<file path="src/rtl/cpu_control_unit.sv">
// cpu_control_unit: Moore sequencer driving the execution-unit control strobes,
// the memory read/write strobes with a ready/wait timeout, and halt/error status.
module cpu_control_unit #(
   parameter int unsigned MEM_TIMEOUT = 15
) (
   input  logic        clk,
   input  logic        reset,
   input  logic [15:0] ir,
   input  logic        C,
   input  logic        N,
   input  logic        Z,
   input  logic        mem_rdy,
   output logic        reg_w_en,
   output logic        s_sel,
   output logic        adr_sel,
   output logic        pc_ld,
   output logic        pc_inc,
   output logic        ir_ld,
   output logic [3:0]  alu_op,
   output logic        mem_r_en,
   output logic        mem_w_en,
   output logic        halted,
   output logic [1:0]  err,
   output logic [3:0]  state
);

   localparam int unsigned CNT_W = 8;
   localparam logic [CNT_W-1:0] LAST_WAIT = CNT_W'(MEM_TIMEOUT - 1);

   localparam logic [1:0] ERR_NONE    = 2'b00;
   localparam logic [1:0] ERR_ILLEGAL = 2'b01;
   localparam logic [1:0] ERR_TIMEOUT = 2'b10;

   typedef enum logic [3:0] {
      S_RESET  = 4'd0,
      S_FETCH  = 4'd1,
      S_DECODE = 4'd2,
      S_ALU    = 4'd3,
      S_LD     = 4'd4,
      S_ST     = 4'd5,
      S_LDI    = 4'd6,
      S_JMP    = 4'd7,
      S_BRT    = 4'd8,
      S_BRN    = 4'd9,
      S_HALT   = 4'd10,
      S_ERR    = 4'd11
   } state_t;

   state_t           state_q, state_d;
   logic [1:0]       err_q, err_d;
   logic [CNT_W-1:0] wait_q, wait_d;
   logic [6:0]       opcode;
   logic             is_mem;

   assign opcode = ir[15:9];

   // Low IR bits are operand fields consumed only by the execution unit.
   logic unused_ir;
   assign unused_ir = ^ir[8:0];

   // Next state, error code and memory wait counter.
   always_comb begin
      state_d = state_q;
      err_d   = err_q;
      wait_d  = wait_q;
      is_mem  = 1'b0;

      case (state_q)
         S_RESET: state_d = S_FETCH;
         S_FETCH: begin
            is_mem = 1'b1;
            if (mem_rdy) state_d = S_DECODE;
         end
         S_LD, S_ST, S_LDI, S_BRT: begin
            is_mem = 1'b1;
            if (mem_rdy) state_d = S_FETCH;
         end
         S_DECODE: begin
            casez (opcode)
               7'b111_????: state_d = S_ALU;
               7'h60:       state_d = S_LD;
               7'h61:       state_d = S_ST;
               7'h62:       state_d = S_LDI;
               7'h63:       state_d = S_JMP;
               7'h64:       state_d = Z ? S_BRT : S_BRN;
               7'h65:       state_d = N ? S_BRT : S_BRN;
               7'h66:       state_d = C ? S_BRT : S_BRN;
               7'h67:       state_d = S_BRT;
               7'h68:       state_d = S_HALT;
               7'h00:       state_d = S_FETCH;
               default: begin
                  state_d = S_ERR;
                  err_d   = ERR_ILLEGAL;
               end
            endcase
         end
         S_ALU, S_JMP, S_BRN: state_d = S_FETCH;
         S_HALT, S_ERR:       state_d = state_q;
         default:             state_d = S_ERR;
      endcase

      // A ready on the last allowed cycle still completes; only a further stall times out.
      if (is_mem && !mem_rdy && (wait_q == LAST_WAIT)) begin
         state_d = S_ERR;
         err_d   = ERR_TIMEOUT;
      end

      // Counter restarts on every state change so each memory state gets a fresh budget.
      if (state_d != state_q) begin
         wait_d = '0;
      end else if (is_mem && !mem_rdy) begin
         wait_d = wait_q + CNT_W'(1);
      end
   end

   // State, error and wait counter registers with synchronous reset.
   always_ff @(posedge clk) begin
      if (reset) begin
         state_q <= S_RESET;
         err_q   <= ERR_NONE;
         wait_q  <= '0;
      end else begin
         state_q <= state_d;
         err_q   <= err_d;
         wait_q  <= wait_d;
      end
   end

   // Control strobes decoded from the state register, completion strobes gated by mem_rdy.
   always_comb begin
      reg_w_en = 1'b0;
      s_sel    = 1'b0;
      adr_sel  = 1'b0;
      pc_ld    = 1'b0;
      pc_inc   = 1'b0;
      ir_ld    = 1'b0;
      alu_op   = 4'h0;
      mem_r_en = 1'b0;
      mem_w_en = 1'b0;
      halted   = 1'b0;

      case (state_q)
         S_FETCH: begin
            mem_r_en = 1'b1;
            ir_ld    = mem_rdy;
            pc_inc   = mem_rdy;
         end
         S_ALU: begin
            alu_op   = ir[12:9];
            reg_w_en = 1'b1;
         end
         S_LD: begin
            adr_sel  = 1'b1;
            mem_r_en = 1'b1;
            s_sel    = 1'b1;
            alu_op   = 4'h1;
            reg_w_en = mem_rdy;
         end
         S_ST: begin
            adr_sel  = 1'b1;
            mem_w_en = 1'b1;
            alu_op   = 4'h1;
         end
         S_LDI: begin
            mem_r_en = 1'b1;
            s_sel    = 1'b1;
            alu_op   = 4'h1;
            reg_w_en = mem_rdy;
            pc_inc   = mem_rdy;
         end
         S_JMP: begin
            pc_ld = 1'b1;
         end
         S_BRT: begin
            mem_r_en = 1'b1;
            s_sel    = 1'b1;
            alu_op   = 4'h1;
            pc_ld    = mem_rdy;
         end
         S_BRN: begin
            pc_inc = 1'b1;
         end
         S_HALT: begin
            halted = 1'b1;
         end
         default: begin
         end
      endcase
   end

   assign err   = err_q;
   assign state = state_q;

endmodule

</file>
<file path="config.mk">
export PLATFORM = sky130hd
export DESIGN_NAME = cpu_control_unit
export DESIGN_NICKNAME = d
export VERILOG_FILES = /design/src/rtl/cpu_control_unit.sv
export SDC_FILE = /design/constraint.sdc
export NUM_CORES = 1
export LEC_CHECK = 0
export ABC_CLOCK_PERIOD_IN_PS = 4850
export CAP_MARGIN = 10
export CORE_MARGIN = 4
export CORE_UTILIZATION = 46
export CTS_CLUSTER_SIZE = 12
export DETAILED_ROUTE_END_ITERATION = 16
export HOLD_SLACK_MARGIN = 0.06
export PLACE_DENSITY = 0.84
export SLEW_MARGIN = 10
export SYNTH_ARGS = -nofsm -noshare
export SYNTH_HDL_FRONTEND = slang
export SYNTH_SLANG_ARGS = --single-unit
</file>
<file path="constraint.sdc">
create_clock -name clk -period 4.85 [get_ports clk]
set_input_delay 1.2125 -clock clk [delete_from_list [all_inputs] [get_ports clk]]
set_output_delay 1.2125 -clock clk [all_outputs]
set_load 0.02 [all_outputs]
</file>
Yosys cells after proc, flatten, opt, wreduce, memory -nomap -nowiden

Index checks and enable logic that the tools add are counted.

Memory bits (read-only): 0
RAM bits: 0
Flip-flop bits (word level): 14
Bits of input ports: 22
Latch bits: 0
Memories: 0
Logic and storage cells: 72
Output and inout bits: 19

Add/sub/neg operators: 1
Bitwise operators: 1
Multipliers: 0
Order comparisons: 0
Shift operators: 0
Div/mod/pow operators: 0
Equality and inequality tests: 24
Reduce and logical (&&, ||, !) cells: 20
Muxes and demuxes: 22

Operators with widths:

| operator              | count |
|---|---|
| $eq A7 B7 Y1 const B  | 9 |
| $pmux W4 S11          | 1 |
| $pmux W4 S5           | 1 |
| $eq A4 B3 Y1 const B  | 4 |
| $eq A4 B4 Y1 const B  | 4 |
| $mux W4               | 3 |
| $reduce_or A2 Y1      | 6 |
| $reduce_or A4 Y1      | 3 |
| $reduce_or A11 Y1     | 1 |
| $mux W1               | 10 |
| $add A8 B1 Y8 const B | 1 |
| $eq A4 B2 Y1 const B  | 2 |
| $eq A8 B4 Y1 const B  | 1 |
| $pmux W4 S2           | 1 |
| $logic_not A7 Y1      | 1 |
| $mux W2               | 3 |
| $pmux W1 S2           | 3 |
| $reduce_or A5 Y1      | 1 |
| $eq A4 B1 Y1 const B  | 1 |
| $logic_not A4 Y1      | 1 |
| $ne A4 B4 Y1          | 1 |
| $reduce_and A2 Y1     | 2 |
| $eq A3 B3 Y1 const B  | 1 |
| $reduce_or A3 Y1      | 1 |
| other kinds (5)       | 6 |

Depth between registers and ports, before layout

Gate-level depths: netlist of the first run.

Depth in word-level cells: 8
Depth in mapped cells: 7
Depth with buffers taken out: 7

Worst setup path before layout of the first run

Ideal clock, no wire load.

Path kind: input to output
From: in mem_rdy
To: out pc_inc
Data required time: 3.638 ns
Setup slack: 1.766 ns
Buffers on the path: 0
Stages: 2
Arrival time: 1.871 ns
Path through: inv_1 -> o31ai_1

Longest elaborated chain between the ends: 1

Ends and longest elaborated chain:

| what            | line | source |
|---|---|---|
| start, declared | 12   | `input logic mem_rdy,` |
| $pmux W1 S2     | 142  | `case (state_q)` |
| end, declared   | 17   | `output logic pc_inc,` |

Every way passes these cells.

Final worst setup path of the first run

From: in mem_rdy
To: out reg_w_en

Longest elaborated chain between the ends: 1

Ends and longest elaborated chain:

| what          | line | source |
|---|---|---|
| $pmux W1 S2   | 142  |  |
| end, declared | 13   | `output logic reg_w_en,` |

Every way passes these cells.

==> results.json, run 1 <==
{
  "drc_errors": 0,
  "cts.clk_slew.worst_paths_ps": 80,
  "track_usage": 0.178,
  "clock_latency_ps": 280,
  "die_area_mm2": 0.00310,
  "path_max_fanout": 8,
  "synth_top_area_frac": 0.268,
  "leakagePower_nw": 0.478,
  "initial_core_util": 0.507,
  "grt_max_degree": 20,
  "ys_ff_latch": 14,
  "seqCellArea_um2": 280,
  "vias_per_cell": 5.92,
  "finalSetupViolations": 0,
  "fmax_mhz": 244,
  "ir_drop_uv": 205,
  "antenna_cells": 0,
  "hold_buffers": 0,
  "post-dp-hpwl_mm": 2.19,
  "crit_chain": "clkdlybuf4s50_1 -> inv_1 -> nor3_1 -> a21oi_1 -> nor2_1 -> clkdlybuf4s50_1",
  "die_w_um": 55.7,
  "drtAntennaViolNets": 0,
  "cts.sinks": 14,
  "synth-seq-area-share": 0.268,
  "critPathTopFamily": "buffers and inverters",
  "setup_ws_ps": 744,
  "maxCapViolCount": 0,
  "cp_num_buf_inv": 3,
  "cts_tree": "yes",
  "startpoint_type": "primary input",
  "grt_pass1_wl_mm": 4.61,
  "nets": 194,
  "antenna_found_initial": 0,
  "wire_per_inst_um": 14.1,
  "drive_gt1_frac": 0.0414,
  "slew_headroom": 0.558,
  "htree_num_levels": 1,
  "ioPinCount": 41,
  "hp-class": "register to register",
  "p_clk_frac": 0.282,
  "gp_congestion": 0.846,
  "arrival_ps": 2890,
  "layout_min_cycle_time_ps": 4110,
  "crit_type": "primary input to output pin",
  "rsz0062_at_grt": "false",
  "period_share": 0.847,
  "core-area_mm2": 0.00206,
  "dpl_cell_area_mm2": 0.00136,
  "cp.required_ps": 3640,
  "internal_power_w": 0.000204,
  "portBuffers": 31,
  "yosysUniqueCellTypes": 41,
  "preCtsSetupSlack_ps": 742,
  "clockRootBuffer": "clkbuf_4",
  "num_rows": 16,
  "pwr-share-comb": 0.290,
  "vias": 1160,
  "drt-initial-drc-count": 31,
  "first_pass_iters": 4,
  "synth_top_area_cell": "dfxtp_1",
  "finalClockSkew_ps": 1.53,
  "p_sw_w": 0.0000948,
  "p_per_area_mw_per_mm2": 214,
  "p_sw_frac": 0.317,
  "clockBufferDepth": 2,
  "synth_fp_nets": 164,
  "synthCells": 140,
  "fp.dieH_um": 55.7,
  "critPathMostFrequentCell": "clkdlybuf4s50_1",
  "numCtsBuffers": 3,
  "synth_area_mm2": 0.00104,
  "critical_path.max_stage_delay_ps": 610,
  "endpoint_kind": "output pin",
  "worst_pin_slew_ps": 660,
  "yosys_warnings": 0,
  "status": "finished, final reports clean",
  "slowest_stage": "clkdlybuf4s50_1",
  "yosys-top-cells-area": "dfxtp_1 (27%), a21oi_1 (6.2%), nor4_1 (6.0%)",
  "final-max-slew-violation-count": 0,
  "finalSetupTns_ps": 0,
  "hold_viol_final": 0,
  "nFillCells": 183,
  "grt_overflow_total": 0,
  "multiInputGateArea_um2": 707,
  "stdcell_area_mm2": 0.00140,
  "syn2layout_area_growth_pct": 33.8,
  "avgSynthCellArea_um2": 7.46,
  "cts-resized-gates": 0,
  "wl_mm": 2.77,
  "pwr-share-seq": 0.429,
  "cts_setup_buffers": 0,
  "grt_pass1_vias": 1081
}
## placed cells by master (no fill, tap or decap), drive strengths merged, types with 3 or more instances in the layout
cell,count
clkdlybuf4s50,31
dfxtp,14
a21oi,13
nor2,11
nor4,10
nand2,9
inv,8
xnor2,6
and3,5
nor3,5
a31oi,5
o21ai,4
nor2b,4
nand3,4
clkbuf,4
nor3b,3
o311ai,3
and2,3
## state kept, by name (all words and copies together) (netlist names)
name    count
wait_q      8
err         2
state       4
## final cells by class
class | instances | area share
multi-input combinational | 112 | 0.506
tap | 27 | 0.0242
inverter | 8 | 0.0215
clock buffer | 4 | 0.0260
timing repair buffer | 31 | 0.222
sequential | 14 | 0.201
## path summary, 6_finish.rpt
path,endpoint,from,slack (ps),depth (start not counted)
max,reg_w_en,mem_rdy,740,6
min,err[0]$_SDFFE_PP0P_,err[0]$_SDFFE_PP0P_,470,2
max reg2reg,wait_q[7]$_SDFFE_PP0P_,state[3]$_SDFF_PP0_,2130,6
min reg2reg,err[0]$_SDFFE_PP0P_,err[0]$_SDFFE_PP0P_,470,2
## worst min-delay path, delay by kind of cell, from the launching register on
family / cells / cell delay, ps
flip-flops: 1 / 320
buffers and inverters: 1 / 50
AO/OA/AOI/OAI: 1 / 50
## metrics by stage
step	hold slack [ps]	std cells	total power, W	util
after floorplan	515	140	0.000180	-
after global placement	444	192	0.000214	0.660
after detailed placement	454	192	0.000217	0.660
after CTS	470	196	0.000300	0.678
after global routing	501	196	0.000314	0.678
final	466	196	0.000299	0.678
## power by group through the flow
stage	clock (W)	combinational [W]	sequential (W)
5_1_grt	0.0000905	0.0000940	0.000130
3_5_place_dp	0	0.0000861	0.000131
2_1_floorplan	0	0.0000523	0.000128
6_report	0.0000843	0.0000867	0.000128
4_1_cts	0.0000852	0.0000863	0.000128
3_3_place_gp	0	0.0000843	0.000130
## routing by layer
metal,global-route usage,vias to the layer above,share of wire
li1,-,587,-
met1,0.228,530,0.45
met2,0.297,40,0.47
met3,0.0394,3,0.073
met4,0.0486,0,0.0083
met5,0,-,0
## cell families after synthesis
family          synth area share
simple gates               0.349
compound gates             0.228
buf+inv                   0.0551
flops                      0.268
xor+xnor                  0.0671
fa+ha+maj                 0.0239
mux                      0.00958
## cell usage after synthesis, drive strengths merged
cell type,n
nor2b,4
o211ai,1
and2,3
nand3b,1
nor4,10
o311ai,3
xnor2,6
mux2i,1
buf,3
a311o,1
a211oi,2
o31ai,2
or2,1
o2111ai,1
dfxtp,14
nand4,1
a22oi,1
or4b,1
nor3b,3
a31oi,5
a31o,1
ha,2
nor2,11
nand3,4
and3,5
nor4b,1
nand2,9
inv,8
o32ai,1
xor2,2
o21ai,4
or3b,2
a21oi,13
nand2b,2
clkbuf,3
nor3,5
o22ai,2
and3b,1
No activity file was read; power rests on OpenSTA's default activity.
==> run 2: changes to the inputs <==
--- a/config.mk
+++ b/config.mk
@@ -5,14 +5,14 @@
 export SDC_FILE = /design/constraint.sdc
 export NUM_CORES = 1
 export LEC_CHECK = 0
-export ABC_CLOCK_PERIOD_IN_PS = 4850
+export ABC_CLOCK_PERIOD_IN_PS = 3500
 export CAP_MARGIN = 10
 export CORE_MARGIN = 4
-export CORE_UTILIZATION = 46
+export CORE_UTILIZATION = 39
 export CTS_CLUSTER_SIZE = 12
 export DETAILED_ROUTE_END_ITERATION = 16
 export HOLD_SLACK_MARGIN = 0.06
-export PLACE_DENSITY = 0.84
+export PLACE_DENSITY = 0.76
 export SLEW_MARGIN = 10
 export SYNTH_ARGS = -nofsm -noshare
 export SYNTH_HDL_FRONTEND = slang
==> constraint.sdc (replaced) <==
create_clock -name clk -period 3.5 [get_ports clk]
set_input_delay 0.875 -clock clk [delete_from_list [all_inputs] [get_ports clk]]
set_output_delay 0.875 -clock clk [all_outputs]
set_load 0.02 [all_outputs]
==> run 2 against run 1 <==
Via count shrank 0.26%. Non-clock buffer count increased by 5. Highest routed layer unchanged. Die area up 15%. Clock power grew 41%. Sequential power increased by 38%. Sequential share of layout area decreased by 0.58 points. Final cell count up 4.1%.
==> results.json, run 2 (synthesis gave the netlist of run 1 again) <==
{
  "final-max-slew-violation-count": 0,
  "critical_path.max_stage_delay_ps": 640,
  "clockRootBuffer": "clkbuf_4",
  "cts_tree": "yes",
  "portBuffers": 31,
  "nets": 199,
  "rsz0062_at_grt": "false",
  "cts.clk_slew.worst_paths_ps": 90,
  "track_usage": 0.186,
  "slowest_stage": "clkdlybuf4s50_1",
  "first_pass_iters": 4,
  "clockBufferDepth": 2,
  "startpoint_type": "primary input",
  "stdcell_area_mm2": 0.00144,
  "htree_num_levels": 1,
  "drive_gt1_frac": 0.0690,
  "cts_setup_buffers": 0,
  "antenna_found_initial": 0,
  "endpoint_kind": "output pin",
  "syn2layout_area_growth_pct": 37.7,
  "worst_pin_slew_ps": 567,
  "num_rows": 18,
  "die_w_um": 59.8,
  "layout_min_cycle_time_ps": 3260,
  "p_per_area_mw_per_mm2": 295,
  "final_common_cell": "clkdlybuf4s50_1",
  "final_cell_mix": "clkdlybuf4s50_1 (31), dfxtp_1 (14), a21oi_1 (13)",
  "finalSetupTns_ps": 0,
  "largest_reg_flops": 8,
  "grt_overflow_total": 0,
  "crit_type": "primary input to output pin",
  "slew_headroom": 0.622,
  "hold_viol_final": 0,
  "grt_max_degree": 19,
  "crit_chain": "clkdlybuf4s50_1 -> inv_1 -> o31ai_1 -> clkdlybuf4s50_1",
  "hp-class": "register to register",
  "ir_drop_uv": 227,
  "post-dp-hpwl_mm": 2.32,
  "clock_latency_ps": 280,
  "period_share": 0.931,
  "core-area_mm2": 0.00252,
  "cts-resized-gates": 0,
  "drtAntennaViolNets": 0,
  "leakagePower_nw": 0.503,
  "wl_mm": 3.01,
  "vias_per_cell": 5.67,
  "finalSetupViolations": 0,
  "grt_pass1_wl_mm": 5.22,
  "setup_ws_ps": 243,
  "wire_per_inst_um": 14.8,
  "regMostFlops": "wait_q",
  "grt_pass1_vias": 1167,
  "cts.sinks": 14,
  "vias": 1157,
  "initial_core_util": 0.414,
  "gp_congestion": 0.791,
  "preCtsSetupSlack_ps": 239,
  "drc_errors": 0,
  "maxCapViolCount": 0,
  "status": "finished, final reports clean",
  "drt-initial-drc-count": 63,
  "finalClockSkew_ps": 3.25,
  "numCtsBuffers": 3,
  "arrival_ps": 2380,
  "cp.required_ps": 2620,
  "fp.dieH_um": 59.8,
  "dpl_cell_area_mm2": 0.00140,
  "ioPinCount": 41,
  "critPathMostFrequentCell": "clkdlybuf4s50_1",
  "antenna_cells": 0,
  "path_max_fanout": 6,
  "fmax_mhz": 307,
  "hold_buffers": 0,
  "die_area_mm2": 0.00357
}
run 2: final timing paths:
path / start / endpoint / slack, ps / cells after the start
worst min-delay path: err[0]$_SDFFE_PP0P_ / err[0]$_SDFFE_PP0P_ / 480 / 2
worst max-delay path: mem_rdy / pc_inc / 240 / 4
worst max register to register: state[0]$_SDFF_PP0_ / wait_q[0]$_SDFFE_PP0P_ / 930 / 6
worst min register to register: err[0]$_SDFFE_PP0P_ / err[0]$_SDFFE_PP0P_ / 480 / 2
run 2: through the flow:
| step | power, W | util | hold WS [ps] | std cells |
|---|---|---|---|---|
| detailed placement | 0.000307 | 0.556 | 471 | 200 |
| CTS | 0.000424 | 0.570 | 486 | 204 |
| floorplan | 0.000249 | - | 515 | 140 |
| global route | 0.000446 | 0.570 | 493 | 204 |
| global placement | 0.000305 | 0.556 | 446 | 200 |
| finish | 0.000424 | 0.570 | 484 | 204 |
run 2: worst max-delay path: cells and delay by family:
kind,cells,cell delay [ps]
AOI/OAI and AO/OA,1,260
buffers and inverters,3,1240
run 2: layout make-up:
type	instances	area, µm²
tap	30	37.5
clock buffer	4	36.3
inverter	8	30.0
multi-input combinational	112	707
fill	245	1080
timing repair buffer	36	348
sequential	14	280
run 2: power by group:
group / switching (W) / internal, W / total [W]
logic: 0.0000686 / 0.0000606 / 0.000129
clock network: 0.0000557 / 0.0000633 / 0.000119
registers: 0.0000121 / 0.000164 / 0.000176
total: 0.000136 / 0.000288 / 0.000424
run 2: layer usage:
metal / track usage / vias up / wire [µm]
li1: - / 597 / -
met1: 0.251 / 522 / 1460
met2: 0.301 / 36 / 1400
met3: 0.0194 / 2 / 140
met4: 0.0696 / 0 / 18
met5: 0 / - / 0
